### src/rtl/pll_reset_sequencer.sv
// PLL reset and lock supervisor for the SB_PLL40_CORE wrapper, reference-clock domain.
// Holds the PLL in reset, waits for a stable lock, then releases the system reset.
module pll_reset_sequencer #(
  parameter int unsigned PLL_RST_CYCLES = 16,
  parameter int unsigned LOCK_TIMEOUT   = 1200,
  parameter int unsigned STABLE_CYCLES  = 120,
  parameter int unsigned RETRY_MAX      = 3,
  parameter int unsigned CNT_W          = 12
) (
  input  logic       REFERENCECLK,
  input  logic       RESET,
  input  logic       LOCK,
  output logic       PLL_RESETB,
  output logic       SYS_RESETN,
  output logic       LOCKED,
  output logic       FAULT,
  output logic [3:0] RETRY_COUNT,
  output logic [7:0] LOSS_COUNT
);

  localparam int unsigned RETRY_W = 4;
  localparam int unsigned LOSS_W  = 8;

  localparam logic [CNT_W-1:0]   RST_LAST     = CNT_W'(PLL_RST_CYCLES - 1);
  localparam logic [CNT_W-1:0]   TIMEOUT_LAST = CNT_W'(LOCK_TIMEOUT - 1);
  localparam logic [CNT_W-1:0]   STABLE_LAST  = CNT_W'(STABLE_CYCLES - 1);
  localparam logic [RETRY_W-1:0] RETRY_LIM    = RETRY_W'(RETRY_MAX);
  localparam logic [LOSS_W-1:0]  LOSS_SAT     = {LOSS_W{1'b1}};

  typedef enum logic [2:0] {
    ST_PLL_RST   = 3'd0,
    ST_WAIT_LOCK = 3'd1,
    ST_STABLE    = 3'd2,
    ST_RUN       = 3'd3,
    ST_FAULT     = 3'd4
  } state_e;

  state_e               state_q,      state_d;
  logic [CNT_W-1:0]     cnt_q,        cnt_d;
  logic [1:0]           sync_q,       sync_d;
  logic                 pll_resetb_q, pll_resetb_d;
  logic                 sys_resetn_q, sys_resetn_d;
  logic                 locked_q,     locked_d;
  logic                 fault_q,      fault_d;
  logic [RETRY_W-1:0]   retry_q,      retry_d;
  logic [LOSS_W-1:0]    loss_q,       loss_d;
  logic                 lock_s;

  // Two-flop synchronizer for the asynchronous PLL lock
  assign sync_d = {sync_q[0], LOCK};
  assign lock_s = sync_q[1];

  always_ff @(posedge REFERENCECLK) begin
    if (!RESET) begin
      state_q      <= ST_PLL_RST;
      cnt_q        <= '0;
      sync_q       <= '0;
      pll_resetb_q <= 1'b0;
      sys_resetn_q <= 1'b0;
      locked_q     <= 1'b0;
      fault_q      <= 1'b0;
      retry_q      <= '0;
      loss_q       <= '0;
    end else begin
      state_q      <= state_d;
      cnt_q        <= cnt_d;
      sync_q       <= sync_d;
      pll_resetb_q <= pll_resetb_d;
      sys_resetn_q <= sys_resetn_d;
      locked_q     <= locked_d;
      fault_q      <= fault_d;
      retry_q      <= retry_d;
      loss_q       <= loss_d;
    end
  end

  always_comb begin
    state_d      = state_q;
    cnt_d        = cnt_q;
    pll_resetb_d = pll_resetb_q;
    sys_resetn_d = sys_resetn_q;
    locked_d     = locked_q;
    fault_d      = fault_q;
    retry_d      = retry_q;
    loss_d       = loss_q;

    unique case (state_q)
      ST_PLL_RST: begin
        pll_resetb_d = 1'b0;
        sys_resetn_d = 1'b0;
        locked_d     = 1'b0;
        if (cnt_q == RST_LAST) begin
          state_d      = ST_WAIT_LOCK;
          cnt_d        = '0;
          pll_resetb_d = 1'b1;
        end else begin
          cnt_d = cnt_q + CNT_W'(1);
        end
      end

      // A lock seen on the timeout edge takes priority over the retry
      ST_WAIT_LOCK: begin
        if (lock_s) begin
          state_d = ST_STABLE;
          cnt_d   = '0;
        end else if (cnt_q == TIMEOUT_LAST) begin
          cnt_d        = '0;
          pll_resetb_d = 1'b0;
          if (retry_q == RETRY_LIM) begin
            state_d = ST_FAULT;
            fault_d = 1'b1;
          end else begin
            state_d = ST_PLL_RST;
            retry_d = retry_q + RETRY_W'(1);
          end
        end else begin
          cnt_d = cnt_q + CNT_W'(1);
        end
      end

      ST_STABLE: begin
        if (!lock_s) begin
          state_d = ST_WAIT_LOCK;
          cnt_d   = '0;
        end else if (cnt_q == STABLE_LAST) begin
          state_d      = ST_RUN;
          cnt_d        = '0;
          sys_resetn_d = 1'b1;
          locked_d     = 1'b1;
          retry_d      = '0;
        end else begin
          cnt_d = cnt_q + CNT_W'(1);
        end
      end

      // Lock loss: fall back to waiting without re-resetting the PLL
      ST_RUN: begin
        if (!lock_s) begin
          state_d      = ST_WAIT_LOCK;
          cnt_d        = '0;
          sys_resetn_d = 1'b0;
          locked_d     = 1'b0;
          if (loss_q != LOSS_SAT) begin
            loss_d = loss_q + LOSS_W'(1);
          end
        end
      end

      ST_FAULT: begin
        pll_resetb_d = 1'b0;
        sys_resetn_d = 1'b0;
        locked_d     = 1'b0;
        fault_d      = 1'b1;
        retry_d      = RETRY_LIM;
      end

      default: begin
        state_d      = ST_PLL_RST;
        cnt_d        = '0;
        pll_resetb_d = 1'b0;
        sys_resetn_d = 1'b0;
        locked_d     = 1'b0;
      end
    endcase
  end

  assign PLL_RESETB  = pll_resetb_q;
  assign SYS_RESETN  = sys_resetn_q;
  assign LOCKED      = locked_q;
  assign FAULT       = fault_q;
  assign RETRY_COUNT = retry_q;
  assign LOSS_COUNT  = loss_q;

endmodule

### config.mk
export PLATFORM = sky130hd
export DESIGN_NAME = pll_reset_sequencer
export DESIGN_NICKNAME = d
export VERILOG_FILES = /design/src/rtl/pll_reset_sequencer.sv
export SDC_FILE = /design/constraint.sdc
export NUM_CORES = 1
export LEC_CHECK = 0
export BUFFER_PORTS_ARGS = -buffer_cell sky130_fd_sc_hd__buf_2
export CORE_MARGIN = 2
export CORE_UTILIZATION = 28
export DETAILED_ROUTE_END_ITERATION = 10
export GPL_TIMING_DRIVEN = 0
export SLEW_MARGIN = 10
export SYNTH_ARGS = -nofsm -noshare
export SYNTH_HDL_FRONTEND = slang
export SYNTH_SLANG_ARGS = --single-unit
### constraint.sdc
create_clock -name REFERENCECLK -period 2.65 [get_ports REFERENCECLK]
set_clock_uncertainty 0.15 [all_clocks]
set_input_delay 0.1325 -clock REFERENCECLK [delete_from_list [all_inputs] [get_ports REFERENCECLK]]
set_output_delay 0.1325 -clock REFERENCECLK [all_outputs]
set_load 0.01 [all_outputs]
==> out/metrics.yaml <==
grt_pass1_wl_um: 6796
fin_ws_ns: 0.4360
synth_top_family_by_area: "simple AND/OR/NAND/NOR gates"
dieArea_sq_um: 6966
htreeDepth: 2
post_cts_resized: 0
max_stage_delay_ns: 0.38
syn_area_sq_um: 1768
num_rows: 28
fmax_mhz: 451.7
hold_start: "sync_q[0]"
ir_worst_vdd_uv: 202.1
synth_xor_area_share_pct: 3.963
worst_setup_path_start_kind: "register"
drive_gt1_share_pct: 20.78
p_leak_uw: 0.0007782
antenna_found_initial: 0
fin_total_pwr_uw: 1045
holdCritPathClass: "reg -> reg"
path_class: "reg -> reg"
dr.first_iter.drc_count: 98
outcome: "complete, no violations"
setup_violations: 0
netlist.area_leader.share_pct: 36.23
cp-startpoint: "cnt_q[0]"
grt_max_degree: 11
syn_nets: 209
viasPerCell: 5.105
cts_sinks: 32
ys_types: 52
firstDrtPassIters: 6
maxCapViolations: 0
powerDensity_nw_per_um2: 502.5
synth_edf_count: 0
seq_area_frac_synth_pct: 36.23
slew_viol_final: 0
numCtsBuffers: 5
cp_cell_sequence: "ha_1 > nand4bb_1 > nor4_4 > o22ai_1 > nor3_2 > nor4_1"
cts_buffer_depth: 2
final_antenna_net_count: 0
cts_tree: "yes"
tightest_slew_ns: 0.6325
insertion_delay_ns: 0.28
grtUsageTotal_pct: 11.95
n_fill_cell: 636
drt-total-wl_um: 3907
hold_viol: 0
place_hpwl_um: 2779
crit_arrival_ns: 2.21
io_buffers: 18
synthMuxAreaShare_pct: 1.132
die_w_um: 83.46
cp.required_ns: 2.64
relSlewSlack_pct: 57.83
initial_core_util_pct: 29.34
clkTransAtPathRegs_ns: 0.07
synth_warnings: 0
synthSimpleGateAreaFrac_pct: 34.11
synth_ff_type: "dfxtp_1"
synth.top_cells.by_area: "dfxtp_1, nor2_1, nand2_1"
rsz0062_at_grt: "no"
final_net_count: 236
insertedDiodeCount: 0
synth-seq-cells: 32
postSynthAreaPerCell_sq_um: 8.709
rr_startpoint: "cnt_q[0]"
globalplace.congestion: 0.8210
ioPinCount: 19
die_h_um: 83.46
pre_cts_ws_ns: 0.4707
fin_crit_ns: 2.214
critPathCaptureType: "register"
crit_fanout: 6
async_reset_ff_share_pct: 0
finalCritPeriodShare_pct: 83.55
yosysTopAreaCell: "dfxtp_1"
synth_cells: 203
drc: 0
wl_per_cell_um: 12.77
routed-via-count: 1562
clock-root-buffer: "clkbuf_8"
worst_path_max_delay_cell: "dfxtp_1"
synth_fa_ha_area_share_pct: 2.123
overflow: 0
area_growth_pct: 17.62
setup_tns_ns: 0
synth-compound-area-share_pct: 17.55
core-area_sq_um: 6026
grt_pass1_vias: 1401
## worst paths after layout
path / to / slack [ns] / cells after the start
worst max register to register: cnt_q[5] / 0.44 / 6
worst max-delay path: cnt_q[5] / 0.44 / 6
worst min-delay path: sync_q[1] / 0.30 / 1
worst min register to register: sync_q[1] / 0.30 / 1
## worst max-delay path, delay by kind of cell (launching register included)
| family | cells | cell delay [ns] |
|---|---|---|
| AOI/OAI and AO/OA | 1 | 0.20 |
| adders and majority gates | 1 | 0.26 |
| DFF | 1 | 0.38 |
| and+or+nand+nor | 4 | 1.09 |
## layout make-up
| cell class | count | area (sq um) | share of cell area, % |
|---|---|---|---|
| repair buffers | 20 | 110.1 | 5.295 |
| plain buffers | 10 | 67.56 | 3.249 |
| clock buffers | 6 | 72.57 | 3.490 |
| flip-flops and latches | 32 | 640.6 | 30.81 |
| inverters | 5 | 18.77 | 0.9025 |
| well taps | 75 | 93.84 | 4.513 |
| clock inverters | 2 | 35.03 | 1.685 |
| multi-input cells | 156 | 1041 | 50.06 |
## state kept, by name, summed over array words and instances (netlist names)
register / count
cnt_q: 12
LOSS_COUNT: 8
RETRY_COUNT: 4
state_q: 3
sync_q: 2
FAULT: 1
LOCKED: 1
PLL_RESETB: 1
## logic make-up after synthesis
| family | Yosys count |
|---|---|
| fa+ha+maj | 3 |
| flops | 32 |
| buf+inv | 15 |
| xor+xnor | 8 |
| compound gates | 42 |
| simple gates | 101 |
| mux | 2 |
## cells in the mapped netlist, types with 4 or more instances
cell,instances
nor3_2,4
inv_1,5
nand2_1,16
xnor2_1,4
xor2_1,4
nor3_1,6
a311oi_1,4
o21ai_0,8
a31oi_1,5
and3_1,4
nor2_1,23
and2_1,5
dfxtp_1,32
nand3_1,10
a21oi_1,6
nand4_1,6
## what timing repair did
item | in CTS | in global routing
hold endpoints to repair | 2 | 0
hold buffers | 2 | 0
buffers inserted | 0 | 0
## stage by stage
stage | area (sq um) | utilization (%) | hold WS, ns | cells
2_1_floorplan | 1768 | - | 0.1098 | 203
3_3_place_gp | 1952 | 32.39 | 0.1907 | 296
3_5_place_dp | 1952 | 32.39 | 0.1957 | 296
4_1_cts | 2079 | 34.51 | 0.3062 | 306
5_1_grt | 2079 | 34.51 | 0.3433 | 306
6_report | 2079 | 34.51 | 0.3035 | 306
## per-layer routing
metal	part of all wire, %	wire [um]	up-vias	global-route usage [%]
li1	-	-	805	-
met1	51	1997	725	16.21
met2	44	1710	25	18.11
met3	3.7	146	7	3.561
met4	1.4	53	0	4.106
met5	0	0	-	0
## layout by cell type, fill, tap and decap left out, drive strengths merged, types with 6 or more instances in the layout
cell type / instances
nor4: 6
o21ai: 9
buf: 25
nor2: 23
nand3: 10
nand4: 6
dfxtp: 32
clkbuf: 9
nor3: 10
a21oi: 7
nand2: 16
## power by group
group          switching (uW)  internal [uW]
registers                10.8            491
logic                    46.1           34.3
clock network             184            279
Note: power is estimated with default switching activity, not from simulation.
